[config.mk]
export PLATFORM = sky130hd
export DESIGN_NAME = root_5_seq
export DESIGN_NICKNAME = d
export VERILOG_FILES = /design/src/rtl/root_5_seq.sv
export SDC_FILE = /design/constraint.sdc
export NUM_CORES = 1
export LEC_CHECK = 0
export ABC_AREA = 1
export CAP_MARGIN = 20
export CORE_UTILIZATION = 58
export CTS_CLUSTER_SIZE = 12
export DETAILED_ROUTE_END_ITERATION = 7
export PLACE_DENSITY = 0.79
export SLEW_MARGIN = 20
export SYNTH_ARGS = -nofsm -noshare
export SYNTH_HDL_FRONTEND = slang
export SYNTH_SLANG_ARGS = --single-unit
export TNS_END_PERCENT = 1
[constraint.sdc]
create_clock -name clk -period 4.2 [get_ports clk]
set_clock_uncertainty 0.05 [all_clocks]
set_input_delay 1.26 -clock clk [delete_from_list [all_inputs] [get_ports clk]]
set_output_delay 1.26 -clock clk [all_outputs]
set_load 0.02 [all_outputs]
[src/rtl/root_5_seq.sv]
// root_5_seq: sequential floor(x^(1/5)), one root bit per 6 enabled cycles on a shared multiplier.
// Optional feature: define ROOT_5_EXACT_EN to add res_exact (res^5 == x).
module root_5_seq #(
  parameter int W = 8
) (
  input  logic           clk,
  input  logic           rst_n,
  input  logic           clk_en,
  input  logic           x_vld,
  input  logic [5*W-1:0] x,
  output logic           x_rdy,
  output logic           res_vld,
`ifdef ROOT_5_EXACT_EN
  output logic           res_exact,
`endif
  output logic [W-1:0]   res
);
  localparam int XW = 5 * W;
  localparam int IW = (W > 1) ? $clog2(W) : 1;
  typedef enum logic [2:0] {IDLE, LOAD, MUL, CMP, DONE} state_t;
  state_t state_q, state_d;
  logic [XW-1:0] x_q, x_d, p_q, p_d;
  logic [W-1:0] root_q, root_d, cand_q, cand_d, res_q, res_d;
  logic [IW-1:0] i_q, i_d;
  logic [1:0] k_q, k_d;
  logic hit;
`ifdef ROOT_5_EXACT_EN
  logic [XW-1:0] root_pow_q, root_pow_d;
  logic res_exact_q, res_exact_d;
`endif
  assign hit = p_q <= x_q;
  always_comb begin
    state_d = state_q;
    x_d = x_q;
    p_d = p_q;
    root_d = root_q;
    cand_d = cand_q;
    res_d = res_q;
    i_d = i_q;
    k_d = k_q;
`ifdef ROOT_5_EXACT_EN
    root_pow_d = root_pow_q;
    res_exact_d = res_exact_q;
`endif
    case (state_q)
      IDLE: if (x_vld) begin
        x_d = x;
        root_d = '0;
        i_d = IW'(W - 1);
`ifdef ROOT_5_EXACT_EN
        root_pow_d = '0;
`endif
        state_d = LOAD;
      end
      LOAD: begin
        cand_d = root_q | (W'(1) << i_q);
        p_d = XW'(cand_d);
        k_d = 2'd0;
        state_d = MUL;
      end
      MUL: begin
        // cand^5 fits in XW bits, so the truncated product is exact
        p_d = p_q * XW'(cand_q);
        k_d = k_q + 2'd1;
        state_d = (k_q == 2'd3) ? CMP : MUL;
      end
      CMP: begin
        root_d = hit ? cand_q : root_q;
`ifdef ROOT_5_EXACT_EN
        root_pow_d = hit ? p_q : root_pow_q;
`endif
        if (i_q == '0) begin
          res_d = root_d;
`ifdef ROOT_5_EXACT_EN
          res_exact_d = root_pow_d == x_q;
`endif
          state_d = DONE;
        end else begin
          i_d = i_q - IW'(1);
          state_d = LOAD;
        end
      end
      DONE: state_d = IDLE;
      default: state_d = IDLE;
    endcase
  end
  always_ff @(posedge clk or negedge rst_n) begin
    if (!rst_n) begin
      state_q <= IDLE;
      x_q <= '0;
      p_q <= '0;
      root_q <= '0;
      cand_q <= '0;
      res_q <= '0;
      i_q <= '0;
      k_q <= '0;
`ifdef ROOT_5_EXACT_EN
      root_pow_q <= '0;
      res_exact_q <= 1'b0;
`endif
    end else if (clk_en) begin
      state_q <= state_d;
      x_q <= x_d;
      p_q <= p_d;
      root_q <= root_d;
      cand_q <= cand_d;
      res_q <= res_d;
      i_q <= i_d;
      k_q <= k_d;
`ifdef ROOT_5_EXACT_EN
      root_pow_q <= root_pow_d;
      res_exact_q <= res_exact_d;
`endif
    end
  end
  assign x_rdy = state_q == IDLE;
  assign res_vld = state_q == DONE;
  assign res = res_q;
`ifdef ROOT_5_EXACT_EN
  assign res_exact = res_exact_q;
`endif
endmodule

==> impl_metrics.csv <==
group,metric,value,unit
outcome,status,"finished, violations left",
outcome,violations,"DRC, setup timing",
global_routing,antenna_found_initial,0,
sta,fmax,0.218,GHz
global_routing,grt_overflow_total,0,
logic_synthesis,ys_seq_elements,112,
logic_synthesis,yosys_warnings,0,
global_routing,grt_pass1_wl,72000,um
placement,post_dp_cell_area,17700,um2
logic_synthesis,synth_area_leader_cell,"fa_1",
global_routing,grt_pass1_vias,14900,
die,die_h,165,um
placement,gp_congestion,0.982,
clocking,htreeDepth,3,
pwr,p_int,5.63,mW
worst_setup_path,cp.arrival,4.81,ns
route,wl_per_cell,16.6,um
logic_synthesis,netlist_instances,2189,
placement,post-place-ws,-0.400,ns
sta,finalCriticalPeriod,4.60,ns
worst_setup_path,slowest_delay,0.56,ns
pwr,power_frac_seq,0.174,
logic_synthesis,syn_nets,2531,
worst_setup_path,cp-start-kind,"flop",
pwr,leakagePower,11.6,nW
layout,fin_area,18900,um2
die,ios,54,
worst_setup_path,critical_path_class,"flop to flop",
die,start_util,0.592,
route,via_count,14500,
sta,rsz0062_at_grt,"yes",
clocking,cts_root_buf,"clkbuf_16",
layout,area_growth_syn_to_layout,22.3,%
sta,setup_viol,32,
sta,maxSlewViolCount,0,
die,fp.dieArea,27300,um2
logic_synthesis,syn_avg_cell_area,7.06,um2
route,drt_iter0_drc,1241,
logic_synthesis,synth.area.top_cells,"fa_1 26%, dfrtp_1 18%, nand2_1 16%",
clocking,tritoncts,"yes",
worst_setup_path,critPathRequiredTime,4.42,ns
die,coreArea,26100,um2
worst_setup_path,path_cells,"buf_12, buf_6, nand2_1, inv_1, fa_1, inv_2, fa_1, inv_1, fa_1, fa_1, ha_4, nand2_2, inv_1, a21oi_1, nand2_1, a21oi_2, nand2_1, nor2_1, nand2_1, nand3_1, nand2_1",
worst_setup_path,cpMostUsedCell,"nand2_1",
worst_setup_path,crit_path_max_fanout,8,
layout,num-nets-final,2716,
placement,dp_hpwl,34600,um
layout,layout-drive-gt1-share,0.174,
worst_setup_path,end_kind,"flop",
logic_synthesis,synth-edff-count,0,
clocking,cts_buffers,9,
run,drv_cap,0,
worst_setup_path,crit_family,"adder cells",
sta,hold_ws,0.437,ns
pwr,pwr-share-clk,0.082,
global_routing,grt_usage,0.341,
clocking,insertion_delay,0.38,ns
pwr,sw_frac_of_total,0.517,
route,drt-total-wl,45100,um
sta,finalHoldViolCount,0,
route,drc,6,
clocking,cts_hold_buffers,0,
logic_synthesis,synth_cell_types,47,
sta,fin_ws,-0.396,ns
layout,antenna_cells,0,
worst_setup_path,worst-path-buf-inv,6,
min_path,min_path_type,"flop to flop",
die,rows,59,
clocking,clockBufferDepth,2,
global_routing,grt_start_max_net_pins,63,
layout,fill_cells,1987,
sta,tightest_slew,0.725,ns
logic_synthesis,synth_top_area_frac,0.264,
logic_synthesis,ys_seq_area_frac,0.181,
sta,timing.slew.headroom,0.517,
die,die_w,165,um
logic_synthesis,syn-cell-area,15500,um2
clocking,clk_pin_slew_worst_paths,0.08,ns
pwr,cellPowerDensity,616,nW/um2
pwr,p_switching,6.02,mW
logic_synthesis,async_reset_ff_frac,1.00,
logic_synthesis,ys.flop_type,"dfrtp_1",
worst_setup_path,slowest_stage,"fa_1",
clocking,cts_sinks,112,
route,ant_nets,0,
route,firstDrtPassIters,7,
route,vias_per_cell,5.34,
sta,min_period_over_period,1.09,
pwr,peakVddDrop,0.438,mV
pwr,combPwrFrac,0.743,
placement,portBuffers,53,
[synth_stat cells (all sizes together) (3+ instances only)]
| cell type | instances |
|---|---|
| fa | 204 |
| o21ai | 65 |
| buf | 26 |
| nand3b | 8 |
| nor3 | 9 |
| nand3 | 76 |
| inv | 568 |
| nand4 | 11 |
| nor2 | 133 |
| nand2 | 665 |
| o21bai | 8 |
| xor2 | 6 |
| clkbuf | 58 |
| a21o | 4 |
| o21a | 4 |
| xnor2 | 3 |
| dfrtp | 112 |
| a31oi | 4 |
| a21oi | 115 |
| ha | 94 |
[timing repair]
| action | in CTS | in global routing |
|---|---|---|
| setup buffers | 2 | 15 |
| pin swaps | 7 | 42 |
| endpoints found under the setup margin | 33 | 34 |
| cloned | 0 | 1 |
| resized for setup | 66 | 143 |
[kinds of logic after synthesis]
family,after synthesis,share of synthesized area
adders and majority gates,298,0.340
and+or+nand+nor,909,0.235
buffers and inverters,653,0.161
xor gates and xnor gates,9,0.00510
DFF,112,0.181
muxes,1,0.000728
AOI/OAI and AO/OA,207,0.0764
[power groups by stage]
stage	sequential (mW)	clock, mW	combinational [mW]
floorplan	1.69	0	4.94
global placement	2.00	0	7.15
detailed placement	2.01	0	7.40
CTS	2.00	0.961	7.82
finish	2.03	0.959	8.66
global route	2.07	0.997	9.55
[tightest hold or removal path: stages, from the launching register on]
cell and delay (ns):
dfrtp_1 0.35, nand2_1 0.05, nand2_1 0.05
[routing by layer]
layer | wire (um) | track usage
met5 | 0 | 0
met4 | 1940 | 0.136
met3 | 3120 | 0.0452
met2 | 21900 | 0.590
met1 | 18200 | 0.431
[layout make-up]
cell class,instances,area (um2),area share
Multi-Input combinational cell,1424,11000,0.579
Sequential cell,112,2810,0.148
Timing Repair Buffer,258,2280,0.120
Inverter,569,2140,0.113
Tap cell,335,419,0.0222
Clock buffer,10,239,0.0126
Clock inverter,6,75.1,0.00397
[placed cells by master (no fill, tap or decap), types with 3 or more instances in the layout]
cell,netlist,routed
nand4_1,10,10
nand2_2,1,33
inv_2,6,12
clkbuf_16,0,10
dfrtp_2,0,4
a21o_1,4,4
fa_2,0,4
o21bai_1,8,8
nor2_4,0,11
ha_1,94,65
fa_1,204,200
a21oi_1,95,71
nor2_1,129,99
xnor2_1,3,3
nor3_2,1,4
o21ai_1,1,26
nand2_1,663,625
buf_4,2,186
o21a_1,4,4
nand3b_1,8,8
inv_1,562,556
buf_6,3,4
nor2_2,4,23
nand3_1,75,68
ha_4,0,26
nand2_4,1,7
a21oi_2,20,43
ha_2,0,3
nor3_1,8,5
clkdlybuf4s50_1,0,52
dfrtp_1,112,108
nand3_2,1,8
a31oi_1,4,4
inv_8,0,3
xor2_1,6,5
buf_12,0,13
o21ai_0,63,35
o21ai_2,1,3
[sequential cells by signal (all words and copies together) (netlist names)]
signal	flops
root_q	8
state_q	3
x_q	40
res	8
cand_q	8
i_q	3
k_q	2
p_q	40
[per-stage QoR]
stage          cells  power [mW]   util  setup TNS [ns]
2_1_floorplan   2189        6.63      -         -0.0611
3_3_place_gp    2680        9.16  0.676           -5.72
3_5_place_dp    2680        9.41  0.676           -7.36
4_1_cts         2698        10.8  0.699           -5.25
5_1_grt         2714        12.6  0.724          -11.83
6_report        2714        11.6  0.724           -6.27
[path summary, 6_finish.rpt]
| path | cells past startpoint | startpoint | slack (ns) | end |
|---|---|---|---|---|
| setup / recovery | 21 | cand_q[3]$_DFFE_PN0P_ | -0.40 | p_q[39]$_DFFE_PN0P_ |
| hold / removal | 2 | res[5]$_DFFE_PN0P_ | 0.44 | res[5]$_DFFE_PN0P_ |
| setup reg to reg | 21 | cand_q[3]$_DFFE_PN0P_ | -0.40 | p_q[39]$_DFFE_PN0P_ |
| hold reg to reg | 2 | res[5]$_DFFE_PN0P_ | 0.44 | res[5]$_DFFE_PN0P_ |
| max in group asynchronous | 2 | rst_n | 2.40 | p_q[8]$_DFFE_PN0P_ |
| min in group asynchronous | 1 | rst_n | 0.88 | x_q[26]$_DFFE_PN0P_ |
No activity file was read; power rests on OpenSTA's default activity.
